==> config.mk <==
export PLATFORM = sky130hd
export DESIGN_NAME = fetch_sequencer
export DESIGN_NICKNAME = d
export VERILOG_FILES = /design/src/rtl/fetch_sequencer.sv
export SDC_FILE = /design/constraint.sdc
export NUM_CORES = 1
export LEC_CHECK = 0
export CORE_ASPECT_RATIO = 1.1
export CORE_UTILIZATION = 40
export CTS_BUF_LIST = sky130_fd_sc_hd__clkbuf_8
export CTS_CLUSTER_SIZE = 24
export DETAILED_ROUTE_END_ITERATION = 10
export GPL_TIMING_DRIVEN = 0
export PLACE_DENSITY = 0.72
export SLEW_MARGIN = 40
export SYNTH_ARGS = -nofsm -noshare
export SYNTH_HDL_FRONTEND = slang
export SYNTH_SLANG_ARGS = --single-unit
==> constraint.sdc <==
create_clock -name Clk -period 2.6 [get_ports Clk]
set_input_delay 0.52 -clock Clk [delete_from_list [all_inputs] [get_ports Clk]]
set_output_delay 0.52 -clock Clk [all_outputs]
set_load 0.005 [all_outputs]
==> src/rtl/fetch_sequencer.sv <==
`default_nettype none
// ============================================================================
// Module   : fetch_sequencer
// Purpose  : Program-counter controller for the instruction ROM. Launches one
//            of NPROG preloaded programs on a host Start handshake, advances
//            the PC every cycle, applies stall/halt/jump/branch requests from
//            decode, and reports Done back to the host.
//
// Ports    : Clk, Reset_n (async, active low)
//            Start, ProgSel            host launch request / program index
//            Stall, Halt, Jump, Branch decode control (priority in that order)
//            JumpTarget, BranchOff     absolute target / signed PC offset
//            InstAddress               PC, drives the ROM address
//            FetchValid, Busy, Done    registered status
//            WrapErr                   sticky sequential-wrap flag
//            CycleCount                RUN cycles of current/last program
//
// Option   : CYCLE_COUNT_EN - when defined, CycleCount counts RUN cycles
//            (stalls included, saturating). When undefined, no counter is
//            built and CycleCount is tied to zero.
//
// Revision : 1.0 - initial release
// ============================================================================
module fetch_sequencer #(
  parameter int          A      = 16,
  parameter int          OFFW   = 8,
  parameter int          NPROG  = 4,
  parameter logic [A-1:0] START0 = 16'h0000,
  parameter logic [A-1:0] START1 = 16'h0000,
  parameter logic [A-1:0] START2 = 16'h0000,
  parameter logic [A-1:0] START3 = 16'h0000
) (
  input  logic            Clk,
  input  logic            Reset_n,
  input  logic            Start,
  input  logic [1:0]      ProgSel,
  input  logic            Stall,
  input  logic            Halt,
  input  logic            Jump,
  input  logic [A-1:0]    JumpTarget,
  input  logic            Branch,
  input  logic [OFFW-1:0] BranchOff,
  output logic [A-1:0]    InstAddress,
  output logic            FetchValid,
  output logic            Busy,
  output logic            Done,
  output logic            WrapErr,
  output logic [15:0]     CycleCount
);

  typedef enum logic [1:0] {
    S_IDLE = 2'd0,
    S_RUN  = 2'd1,
    S_DONE = 2'd2
  } state_t;

  state_t         state_q, state_d;
  logic [A-1:0]   pc_q, pc_d;
  logic           wrap_err_q, wrap_err_d;
  logic           busy_q, busy_d;
  logic           done_q, done_d;
  logic           fetch_valid_q, fetch_valid_d;

  logic [A-1:0]   entry_addr;
  logic [A-1:0]   branch_sext;
  logic [A-1:0]   pc_inc;

  // Offset is sign-extended to the PC width; the add wraps modulo 2^A.
  assign branch_sext = {{(A-OFFW){BranchOff[OFFW-1]}}, BranchOff};
  assign pc_inc      = pc_q + {{(A-1){1'b0}}, 1'b1};

  // Program entry lookup; indices beyond NPROG fall back to program 0.
  always_comb begin
    entry_addr = START0;
    if ({30'd0, ProgSel} < NPROG) begin
      case (ProgSel)
        2'd1:    entry_addr = START1;
        2'd2:    entry_addr = START2;
        2'd3:    entry_addr = START3;
        default: entry_addr = START0;
      endcase
    end
  end

`ifdef CYCLE_COUNT_EN
  logic [15:0] cycle_cnt_q, cycle_cnt_d;
`endif

  always_comb begin
    state_d    = state_q;
    pc_d       = pc_q;
    wrap_err_d = wrap_err_q;
`ifdef CYCLE_COUNT_EN
    cycle_cnt_d = cycle_cnt_q;
`endif

    case (state_q)
      S_IDLE: begin
        if (Start) begin
          state_d    = S_RUN;
          pc_d       = entry_addr;
          wrap_err_d = 1'b0;
`ifdef CYCLE_COUNT_EN
          cycle_cnt_d = 16'd0;
`endif
        end
      end

      S_RUN: begin
`ifdef CYCLE_COUNT_EN
        // Every cycle spent in RUN counts, including stalled ones.
        if (cycle_cnt_q != 16'hFFFF) begin
          cycle_cnt_d = cycle_cnt_q + 16'd1;
        end
`endif
        if (Stall) begin
          // Datapath busy: PC and all other controls frozen this cycle.
          pc_d = pc_q;
        end else if (Halt) begin
          state_d = S_DONE;
        end else if (Jump) begin
          pc_d = JumpTarget;
        end else if (Branch) begin
          pc_d = pc_q + branch_sext;
        end else begin
          pc_d = pc_inc;
          if (pc_q == {A{1'b1}}) begin
            wrap_err_d = 1'b1;
          end
        end
      end

      S_DONE: begin
        // Host must drop Start before another launch is possible.
        if (!Start) begin
          state_d = S_IDLE;
        end
      end

      default: begin
        state_d = S_IDLE;
      end
    endcase

    // Status flags are registered copies of the next-state decode so they
    // change on the same edge as the state itself.
    busy_d        = (state_d == S_RUN);
    fetch_valid_d = (state_d == S_RUN);
    done_d        = (state_d == S_DONE);
  end

  always_ff @(posedge Clk or negedge Reset_n) begin
    if (!Reset_n) begin
      state_q       <= S_IDLE;
      pc_q          <= '0;
      wrap_err_q    <= 1'b0;
      busy_q        <= 1'b0;
      done_q        <= 1'b0;
      fetch_valid_q <= 1'b0;
`ifdef CYCLE_COUNT_EN
      cycle_cnt_q   <= 16'd0;
`endif
    end else begin
      state_q       <= state_d;
      pc_q          <= pc_d;
      wrap_err_q    <= wrap_err_d;
      busy_q        <= busy_d;
      done_q        <= done_d;
      fetch_valid_q <= fetch_valid_d;
`ifdef CYCLE_COUNT_EN
      cycle_cnt_q   <= cycle_cnt_d;
`endif
    end
  end

  assign InstAddress = pc_q;
  assign FetchValid  = fetch_valid_q;
  assign Busy        = busy_q;
  assign Done        = done_q;
  assign WrapErr     = wrap_err_q;

`ifdef CYCLE_COUNT_EN
  assign CycleCount  = cycle_cnt_q;
`else
  assign CycleCount  = 16'd0;
`endif

endmodule
`default_nettype wire

# [After elaboration in Yosys (flattened, before gate mapping)]
# Index checks and enable logic that the tools add are counted.
[word_totals] reg_bits=21 output_inout_bits=36 wordCells=40 inputBits=33
[op_classes] n_eq_ne=11 n_mux=18 addsub=2 reduce_logical=4
[ops] operator="$mux W16" n=5
[ops] operator="$pmux W16 S2" n=1
[ops] operator="$add A16 B1 Y16 const B" n=1
[ops] operator="$add A16 B16 Y16" n=1
[ops] operator="$eq A16 B16 Y1 const B" n=1
[ops] operator="$ne A2 B2 Y1 const B" n=6
[ops] operator="$mux W2" n=4
[ops] operator="$reduce_and A7 Y1" n=1
[ops] operator="$mux W1" n=6
[ops] operator="$pmux W2 S3" n=1
[ops] operator="$eq A2 B1 Y1 const B" n=2
[ops] operator="$eq A2 B2 Y1 const B" n=2
[ops] operator="$reduce_and A4 Y1" n=1
[ops] operator="$logic_not A2 Y1" n=1
[ops] operator="$pmux W1 S2" n=1
[ops] operator="$reduce_bool A2 Y1" n=1

# [Depth between registers and ports, before layout]
# Gate-level depths: netlist of the first run.
[depth] word_depth=7 depth_mapped=10

# [Least setup slack after synthesis of the first run]
# No wires, ideal clock.
[synth_path] path_type="input-to-reg" startpoint="input Branch" endpoint="register pc_q[12] (netlist: InstAddress[12])" setup_time_ns=0.122 path_buffers=1 t_arrival_ns=2.423 slack_ns=0.055 path_stages=10 t_required_ns=2.478 path_cell_list="buf_6 nand2b_1 ha_1 fa_1 a211oi_2 o21ai_2 a21o_1 o32ai_2 mux2i_1 nand2_1"
[synth_between] elab_chain_len=5
[synth_lines] element="from (decl)" line="41" rtl="input logic Branch,"
[synth_lines] element="$mux W16" line="123" rtl="end else if (Branch) begin"
[synth_lines] element="$mux W16" line="121" rtl="end else if (Jump) begin"
[synth_lines] element="$mux W16" line="119" rtl="end else if (Halt) begin"
[synth_lines] element="$mux W16" line="116" rtl="if (Stall) begin"
[synth_lines] element="$pmux W16 S2" line="97" rtl="case (state_q)"
[synth_lines] element="to (signal assigned)" line="165" rtl="pc_q <= pc_d;"
[synth_lines] element="to (decl)" line="58" rtl="logic [A-1:0] pc_q, pc_d;"
# No other way between the ends. The select of a mux whose other input is x is not followed.
# A chain may end at the register's enable or synchronous reset.

# [Worst setup path in the final report of the first run]
[layout_path] startpoint="input BranchOff[1]" endpoint="register pc_q[12] (netlist: InstAddress[12])"
[layout_between] elab_chain_len=6
[layout_lines] element="from (decl)" line="42" rtl="input logic [OFFW-1:0] BranchOff,"
[layout_lines] element="$add A16 B16 Y16" line="124" rtl="pc_d = pc_q + branch_sext;"
[layout_lines] element="$mux W16" line="123"
[layout_lines] element="$mux W16" line="121"
[layout_lines] element="$mux W16" line="119"
[layout_lines] element="$mux W16" line="116"
[layout_lines] element="$pmux W16 S2" line="97"
# No other way between the ends. The select of a mux whose other input is x is not followed.

==> reports/qor.txt, run 1 <==
Final Max Slew Viols - 0
Diodes inserted - 0
Async S/R FF share, synth - 1.00
Met2 wire length - 2.69 mm
Crit-path leading delay family - compound AO/OA/AOI/OAI gates
Crit path largest cell delay - 410 ps
Clock latency on the worst-skew pair - 270 ps
Most frequent cells in the layout - 46 x clkdlybuf4s50_1, 21 x dfrtp_1, 21 x nand2_1, 21 x buf_4
Cells after synthesis - 236
Max-Cap Viols - 0
CTS tree - built
Number of port buffers - 49
Clock skew - 2.13 ps
Area Overhead vs Synth - 36.0%
DRC violations left - 0
Vias - 2045
Uppermost routed layer - met4
Largest net degree at the start of global routing - 22
Fin Hold WS - 219 ps
DIE HEIGHT - 76.3 um
Fmax - 0.401 GHz
Crit path kind - in -> reg
Placer Congestion - 0.916
Routed len/inst - 15.4 um
Crit end category - register
Die ar. - 5310 um2
DR iter-0 viols - 132
Clock sink count - 21
Library cells used by synthesis - 60
Routed Antenna Nets - 0
Post-DP HPWL - 4.16 mm
CP Data Arrival Time - 2650 ps
Power Density - 653 nW/um2
Final hold viol count - 0
Leakage - 1.19 nW
Met1 wire length - 2.54 mm
Hold Crit Class - in -> async
Predominant post-synthesis flop cell - dfrtp_1
Cts hold-fix bufs - 0
Initial DRT Pass Iterations - 4
Number of buffers created by CTS - 3
Post-synth top area cell - dfrtp_1
WP buf/inv - 1
Std-Cell Rows - 26
Drt via density - 5.63
Post-Route WL - 5.61 mm
Routed length on met3 - 319 um
Top-level I/O count - 69
Number of enable flip-flop cells after synthesis - 0
Initial antenna violation count - 0
Final critical-path required period - 2490 ps
Crit Path Max Fanout - 3
Fill cells - 440
Clock root buffer master - clkbuf_8
First-pass GRT wire length - 9.34 mm
Worst-path cell with the longest stage delay - clkdlybuf4s50_1
Peak VDD IR - 0.411 mV
Clock transition at the registers of the reported paths - 80 ps
Initial core utilization - 0.423
Crit-path cells - clkdlybuf4s50_1, and2_4, fa_2, a211oi_4, o21ai_4, a21o_1, o32ai_2, mux2i_1, nand2_1
Core ar. - 4750 um2
Final Setup Violations - 0
Fin util - 0.575
Nets - 349
YS warnings - 0
Status - finished, final reports clean
Average size of a mapped cell - 8.51 um2
Synth area leaders - dfrtp_1 26%, buf_4 6.7%, ha_1 4.4%, mux2i_1 4.0%, nand2_1 3.9%
Crit share post-route - 0.959
Slew headroom - 0.630
FF+latch count, synth - 21
Layout cell share with drive strength beyond 1 - 0.166
Htree depth - 1
Worst setup SP type - input port
Die Wd - 69.6 um
Most common cell after layout, fill and taps aside - clkdlybuf4s50_1
Grt ovf - 0
GRT Util Overall - 0.215
Yosys top cell area share - 0.262
Sequential area share after synthesis - 0.262
Mapped Area - 2010 um2
Number of global-route vias before repair - 1995
Slew @ Worst Pin - 555 ps
CP Data Required Time - 2760 ps
Clk buf depth - 2
[what timing repair did]
action | 4_1_cts | 5_1_grt
setup buffers | 1 | 2
setup endpoints to repair | 10 | 3
pin swaps | 5 | 4
gates resized for setup | 9 | 8
[cells in the mapped netlist, drive strengths merged, types with 3 or more instances]
master and n:
ha 7, a21oi 7, dfrtp 21, o21ai 20, and2 10, o31ai 3
a22oi 5, nand2 22, o2bb2ai 5, and3 4, a211oi 4, nand3 5
o22ai 3, a21o 3, mux2i 8, nand4 5, a32oi 7, nor2 16
nor3 10, buf 24, clkbuf 5, xnor2 3, inv 4
[cell type report]
cell class	count	area [um2]	share of cell area
multi-input combinational	197	1370	0.503
sequential	21	526	0.192
inverter	4	15.0	0.00550
clock buffer	3	41.3	0.0151
tap	56	70.1	0.0257
clock inverter	1	3.75	0.00137
timing repair buffer	52	502	0.184
buffer	29	201	0.0738
[report_power, final]
group	switching (mW)	internal [mW]
sequential	0.139	0.418
clock	0.117	0.106
combinational	0.481	0.522
total	0.738	1.05
[final timing paths]
kind	start	endpoint	slack (ps)	cells after the start
min in group Clk	WrapErr$_DFFE_PN0P_	WrapErr$_DFFE_PN0P_	560	1
max in group asynchronous	Reset_n	InstAddress[15]$_DFFE_PN0P_	2030	1
setup reg to reg	InstAddress[0]$_DFFE_PN0P_	InstAddress[12]$_DFFE_PN0P_	320	8
setup / recovery	BranchOff[1]	InstAddress[12]$_DFFE_PN0P_	110	9
hold / removal	Reset_n	InstAddress[14]$_DFFE_PN0P_	220	1
hold reg to reg	WrapErr$_DFFE_PN0P_	WrapErr$_DFFE_PN0P_	560	1
[sequential cells by signal, summed over array words and instances, names as in the netlist]
register / count
WrapErr: 1
InstAddress: 16
FetchValid: 1
Done: 1
state_q: 2
[per-stage QoR]
step           setup slack (ps)  cell area, um2  power (mW)  std cells  TNS [ps]
3_3_place_gp               -853            2630        1.48        356     -6050
6_report                    107            2730        1.78        363         0
5_1_grt                   -6.04            2730        1.91        363     -6.04
2_1_floorplan              55.0            2060        1.11        251         0
4_1_cts                    46.2            2700        1.75        361         0
3_5_place_dp               -867            2620        1.50        356     -6030
[logic make-up (layout without fill, tap and decap cells)]
kind of cell | Yosys count | after routing | share of synthesized area
compound gates | 74 | 74 | 0.285
simple gates | 86 | 86 | 0.231
other cells | 1 | 16 | 0.00187
flops | 21 | 21 | 0.262
fa+ha+maj | 8 | 8 | 0.0536
xor+xnor | 5 | 5 | 0.0218
mux | 8 | 8 | 0.0399
buf+inv | 33 | 89 | 0.106
[routing by layer]
layer | global-route usage | vias up
li1 | - | 996
met1 | 0.288 | 963
met2 | 0.363 | 79
met3 | 0.0198 | 7
met4 | 0.0673 | 0
met5 | 0 | -
[worst register-to-register path, stage by stage, from the launching register on]
cell and delay, ps:
dfrtp_1 450, ha_4 200, fa_2 370, a211oi_4 320
o21ai_4 100, a21o_1 190, o32ai_2 260, mux2i_1 220
nand2_1 70
Power figures use the tool's default switching activity.
==> inputs of run 2 (changes only) <==
ABC_CLOCK_PERIOD_IN_PS = 2600   (was default)
CAP_MARGIN = 20   (was default)
GPL_TIMING_DRIVEN = default   (was 0)
==> run 2 against run 1 <==
Critical endpoint is now InstAddress[15]$_DFFE_PN0P_. Critical path type unchanged. Wire length increased by 1.1%. Cell count decreased by 0.83%. Largest cell class unchanged. Clock-buffer cell count unchanged. Highest routed layer unchanged. Largest power group unchanged. Combinational power about the same. Sequential share of layout area decreased by 0.22 points. Die area unchanged.
==> reports/qor.txt, run 2 (synthesis gave the netlist of run 1 again) <==
Status - finished, final reports clean
Most common cell after layout, fill and taps aside - clkdlybuf4s50_1
Register area - 526 um2 (unchanged)
Inst Count DP - 354 (-0.56%)
Clock transition at the registers of the reported paths - 90 ps (about the same)
Worst setup SP type - input port
Worst reg2reg setup slack - 320 ps (about the same)
Post-route insts no fill - 360 (-0.83%)
Hold Crit Class - reg -> reg
Die ar. - 5310 um2 (unchanged)
CP Data Required Time - 2750 ps (about the same)
Top-level I/O count - 69 (unchanged)
Worst-path cell with the longest stage delay - clkdlybuf4s50_1
Final critical-path required period - 2410 ps (-84.5 ps)
Routed Antenna Nets - 0 (unchanged)
Die Wd - 69.6 um (unchanged)
Final total power - 1.86 mW (+4.0%)
Initial antenna violation count - 0 (unchanged)
Crit Path Max Fanout - 4 (+1)
Cts hold-fix bufs - 0 (unchanged)
Number of global-route vias before repair - 1966 (-1.5%)
Fin area - 2760 um2 (+1.1%)
Number of buffers created by CTS - 3 (unchanged)
Post-DP HPWL - 4.15 mm (-0.22%)
Core ar. - 4750 um2 (unchanged)
Nets - 346 (-0.86%)
Largest net degree at the start of global routing - 29 (+32%)
Slew headroom - 0.662 (+0.0322)
Final Max Slew Viols - 0 (unchanged)
Clock latency on the worst-skew pair - 260 ps (about the same)
Area Overhead vs Synth - 37.6%
Fin Hold WS - 565 ps (+346 ps)
CP Data Arrival Time - 2560 ps (-90 ps)
RSZ-0062 raised after global routing - no
Max reg flops - 16 (unchanged)
Clock root buffer master - clkbuf_8
Clk buf depth - 2 (unchanged)
Clock skew - 5.38 ps (+3.25 ps)
Routed len/inst - 15.8 um (+2.0%)
Initial DRT Pass Iterations - 4 (unchanged)
Placed Instance Area - 2630 um2 (+0.48%)
Initial core utilization - 0.423 (unchanged)
Crit-path leading delay family - multiplexers
DIE HEIGHT - 76.3 um (unchanged)
Worst Setup Slack, final - 192 ps (+84.5 ps)
Peak VDD IR - 0.409 mV (-0.57%)
Most frequent cells in the layout - 47 x clkdlybuf4s50_1, 28 x buf_4, 21 x dfrtp_1, 21 x nand2_1
Diodes inserted - 0 (unchanged)
DR iter-0 viols - 177 (+34%)
Power Density - 672 nW/um2 (+2.9%)
Final hold viol count - 0 (unchanged)
Fin util - 0.582 (+0.00659)
Fmax - 0.415 GHz (+3.5%)
Placer Congestion - 0.912 (-0.46%)
DRC violations left - 0 (unchanged)
Vias - 2033 (-0.59%)
Crit share post-route - 0.926 (-0.0325)
Multi-input gate area - 1400 um2 (+1.6%)
Grt ovf - 0 (unchanged)
Crit-path most repeated cell - mux2i_1
Final Setup Violations - 0 (unchanged)
Slew @ Worst Pin - 507 ps (-48.2 ps)
Crit end category - register
Layout cell share with drive strength beyond 1 - 0.178 (+0.0115)
CTS tree - built
Setup slack at placement - -560 ps (+307 ps)
Max-Cap Viols - 0 (unchanged)
GRT Util Overall - 0.215 (+0.000817)
Post-Route WL - 5.67 mm (+1.1%)
Crit path kind - in -> reg
Crit-path cells - clkdlybuf4s50_1, and2_1, ha_1, a21oi_2, o211ai_2, nand4_1, mux2i_1, mux2i_1, nand2_1
Htree depth - 1 (unchanged)
Std-Cell Rows - 26 (unchanged)
Total negative setup slack - 0 ps (unchanged)
First-pass GRT wire length - 9.43 mm (+0.89%)
Fill cells - 446 (+1.4%)
Number of port buffers - 50 (+2.0%)
Leakage - 1.21 nW (+1.4%)
Drt via density - 5.65 (+0.24%)
Crit path largest cell delay - 390 ps (-20 ps)
WP buf/inv - 1 (unchanged)
Clock sink count - 21 (unchanged)
==> run 2: cell type report <==
class / instances / area share
clock buffers: 3 / 0.0149
clock inverters: 1 / 0.00181
inverters: 4 / 0.00543
multi-input cells: 197 / 0.505
flip-flops and latches: 21 / 0.190
well taps: 56 / 0.0254
repair buffers: 78 / 0.257
==> run 2: repair_timing <==
item / CTS / global route
setup endpoints to repair: 10 / 7
pin swaps: 3 / 6
buffers inserted: 1 / 1
gates resized for setup: 3 / 16
==> run 2: path summary, 6_finish.rpt <==
path,endpoint,start,cells past startpoint
worst max-delay path,InstAddress[15]$_DFFE_PN0P_,BranchOff[6],9
worst min-delay path,WrapErr$_DFFE_PN0P_,WrapErr$_DFFE_PN0P_,1
worst max register to register,InstAddress[14]$_DFFE_PN0P_,InstAddress[0]$_DFFE_PN0P_,8
max in group asynchronous,InstAddress[8]$_DFFE_PN0P_,Reset_n,2
min in group asynchronous,InstAddress[10]$_DFFE_PN0P_,Reset_n,2
worst min register to register,WrapErr$_DFFE_PN0P_,WrapErr$_DFFE_PN0P_,1
==> run 2: routing by layer <==
layer  track usage  vias up  share of wire
li1              -      980              -
met1         0.300      959           0.44
met2         0.342       82           0.48
met3        0.0198       12          0.054
met4        0.0878        0          0.024
met5             0        -              0
==> run 2: power by group <==
| part | internal (mW) | switching, mW | total, mW |
|---|---|---|---|
| Clock | 0.107 | 0.118 | 0.225 |
| Combinational | 0.569 | 0.457 | 1.03 |
| Sequential | 0.417 | 0.187 | 0.604 |
| Total | 1.09 | 0.762 | 1.86 |
==> run 2: worst register-to-register path, cell delays in order (launching register included) <==
cell and delay (ps):
dfrtp_1 450, ha_4 190, fa_2 370, a211oi_4 310, o21ai_4 110, a31oi_4 220
mux2i_2 270, o21ai_1 90, o2bb2ai_1 140
==> inputs of run 3 (changes only) <==
CORE_UTILIZATION = 45   (was 40)
PLACE_DENSITY = 0.8   (was 0.72)
==> run 3 against run 2 <==
Sequential share of layout area rose by 0.31 points. Cell count fell by 0.83%. Die area fell by 11%. Wire length rose by 0.25%. Sequential power barely moved. Hold slack got worse by 1.9 ps. Highest routed layer unchanged. Global-route usage rose by 3.8 points.
==> reports/qor.txt, run 3 (synthesis gave the netlist of run 1 again) <==
DR iter-0 viols - 137 (-23%)
Worst-path cell with the longest stage delay - clkdlybuf4s50_1
Crit path kind - in -> reg
Vias - 2087 (+2.7%)
Fmax - 0.401 GHz (-3.4%)
Power Density - 679 nW/um2 (+1.0%)
Clock sink count - 21 (unchanged)
Peak VDD IR - 0.399 mV (-2.5%)
Fin util - 0.634 (+0.0528)
Most common cell after layout, fill and taps aside - clkdlybuf4s50_1
Initial core utilization - 0.469 (+0.0458)
Crit Path Max Fanout - 4 (unchanged)
Crit share post-route - 0.959 (+0.0326)
GRT Util Overall - 0.253 (+0.0377)
Placer Congestion - 0.955 (+4.6%)
Drt via density - 5.85 (+3.5%)
Number of global-route vias before repair - 1963 (-0.15%)
Crit-path cells - clkdlybuf4s50_1, and2_1, ha_1, a211oi_2, o211ai_2, nand4_1, mux2i_2, mux2i_1, nand2_1
Number of port buffers - 50 (unchanged)
Worst setup SP type - input port
Most frequent cells in the layout - 48 x clkdlybuf4s50_1, 27 x buf_4, 21 x dfrtp_1, 21 x nand2_1
DRC violations left - 0 (unchanged)
Uppermost routed layer - met4
Worst Setup Slack, final - 107 ps (-84.7 ps)
Initial DRT Pass Iterations - 4 (unchanged)
Layout cell share with drive strength beyond 1 - 0.162 (-0.0159)
Met1 wire length - 2.45 mm (-2.7%)
Max-Cap Viols - 0 (unchanged)
Clock latency on the worst-skew pair - 270 ps (about the same)
Post-DP HPWL - 4.14 mm (-0.39%)
Met2 wire length - 2.84 mm (+4.8%)
First-pass GRT wire length - 9.32 mm (-1.1%)
Clock skew - 3.98 ps (-1.40 ps)
Max reg flops - 16 (unchanged)
Worst reg2reg setup slack - 370 ps (+50 ps)
Final critical-path required period - 2490 ps (+84.7 ps)
Routed length on met3 - 325 um (+5.2%)
Multi-input gate area - 1360 um2 (-2.2%)
Post-Route WL - 5.69 mm (+0.25%)
Final Setup Violations - 0 (unchanged)
Largest net degree at the start of global routing - 29 (unchanged)
Htree depth - 1 (unchanged)
Number of buffers created by CTS - 3 (unchanged)
Routed len/inst - 15.9 um (+1.1%)
Cts hold-fix bufs - 0 (unchanged)
Clock transition at the registers of the reported paths - 90 ps (about the same)
Crit path largest cell delay - 400 ps (about the same)
Die Wd - 65.7 um (-5.5%)
CP Data Required Time - 2760 ps (about the same)
Core ar. - 4290 um2 (-9.8%)
Hold Crit Class - reg -> reg
Slew headroom - 0.664 (+0.00170)
Slew @ Worst Pin - 503 ps (-3.96 ps)
Crit end category - register
CP Data Arrival Time - 2650 ps (+90 ps)
Die ar. - 4730 um2 (-11%)
Clk buf depth - 2 (unchanged)
Final total power - 1.85 mW (-0.56%)
Crit-path leading delay family - multiplexers
DIE HEIGHT - 72.1 um (-5.6%)
Initial antenna violation count - 0 (unchanged)
CTS tree - built
WP buf/inv - 1 (unchanged)
Leakage - 1.18 nW (-2.5%)
Top-level I/O count - 69 (unchanged)
Register area - 526 um2 (unchanged)
Routed Antenna Nets - 0 (unchanged)
Post-route insts no fill - 357 (-0.83%)
Clock root buffer master - clkbuf_8
Final Max Slew Viols - 0 (unchanged)
Diodes inserted - 0 (unchanged)
Final hold viol count - 0 (unchanged)
Fill cells - 392 (-12%)
Status - finished, final reports clean
Grt ovf - 0 (unchanged)
Inst Count DP - 350 (-1.1%)
RSZ-0062 raised after global routing - yes
Std-Cell Rows - 25 (-3.8%)
Setup slack at placement - -542 ps (+18.4 ps)
Nets - 345 (-0.29%)
Area Overhead vs Synth - 35.4%
==> run 3: cell types whose count changed in the layout (fill, tap and decap cells not counted) <==
cell,change
a21oi_1,+1
a21oi_2,-1
and2_1,+1
and2_4,-1
buf_4,-1
clkdlybuf4s50_1,+1
dlymetal6s2s_1,-1
mux2i_1,-1
mux2i_2,+1
o21ai_0,+1
o21ai_1,+1
o21ai_4,-2
o2bb2ai_1,+1
o2bb2ai_2,-1
==> run 3: path summary, 6_finish.rpt <==
check	from	endpoint	cells past startpoint
max	BranchOff[1]	InstAddress[15]$_DFFE_PN0P_	9
min	WrapErr$_DFFE_PN0P_	WrapErr$_DFFE_PN0P_	1
min in group asynchronous	Reset_n	InstAddress[10]$_DFFE_PN0P_	2
min reg2reg	WrapErr$_DFFE_PN0P_	WrapErr$_DFFE_PN0P_	1
max in group asynchronous	Reset_n	InstAddress[0]$_DFFE_PN0P_	2
max reg2reg	InstAddress[0]$_DFFE_PN0P_	InstAddress[14]$_DFFE_PN0P_	8
==> run 3: metal layers <==
layer | GRT usage | vias to the layer above
li1 | - | 984
met1 | 0.343 | 1008
met2 | 0.432 | 86
met3 | 0.0110 | 9
met4 | 0.0773 | 0
met5 | 0 | -
==> run 3: worst register-to-register path: stages, from the launching register on <==
cell,delay (ps)
dfrtp_1,460
ha_4,200
fa_2,370
a211oi_4,280
o21ai_2,130
a31oi_4,190
mux2i_2,260
o21ai_1,90
o2bb2ai_1,130
==> run 3: stage by stage <==
stage / setup TNS, ps / hold slack [ps] / area [um2]
finish: 0 / 563 / 2720
global route: -68.5 / 568 / 2720
CTS: 0 / 558 / 2680
detailed placement: -4200 / 541 / 2620
global placement: -3740 / 532 / 2620
floorplan: 0 / 224 / 2060
==> run 3: final cells by class <==
cell class / count / area share
Timing Repair Buffer: 77 / 0.258
Clock inverter: 1 / 0.00184
Clock buffer: 3 / 0.0152
Sequential cell: 21 / 0.193
Tap cell: 54 / 0.0249
Multi-Input combinational cell: 197 / 0.502
Inverter: 4 / 0.00552
==> run 3: timing repair <==
item                                    CTS  global route
endpoints found under the setup margin    9             6
setup buffers                             2             1
pin swaps                                 3             8
resized for setup                         3             8
==> run 3: power breakdown <==
part	total [mW]	internal [mW]	switching, mW	leakage [nW]
sequential	0.605	0.417	0.188	0.277
clock	0.229	0.107	0.122	0.0255
combinational	1.01	0.561	0.449	0.873
total	1.85	1.09	0.760	1.18
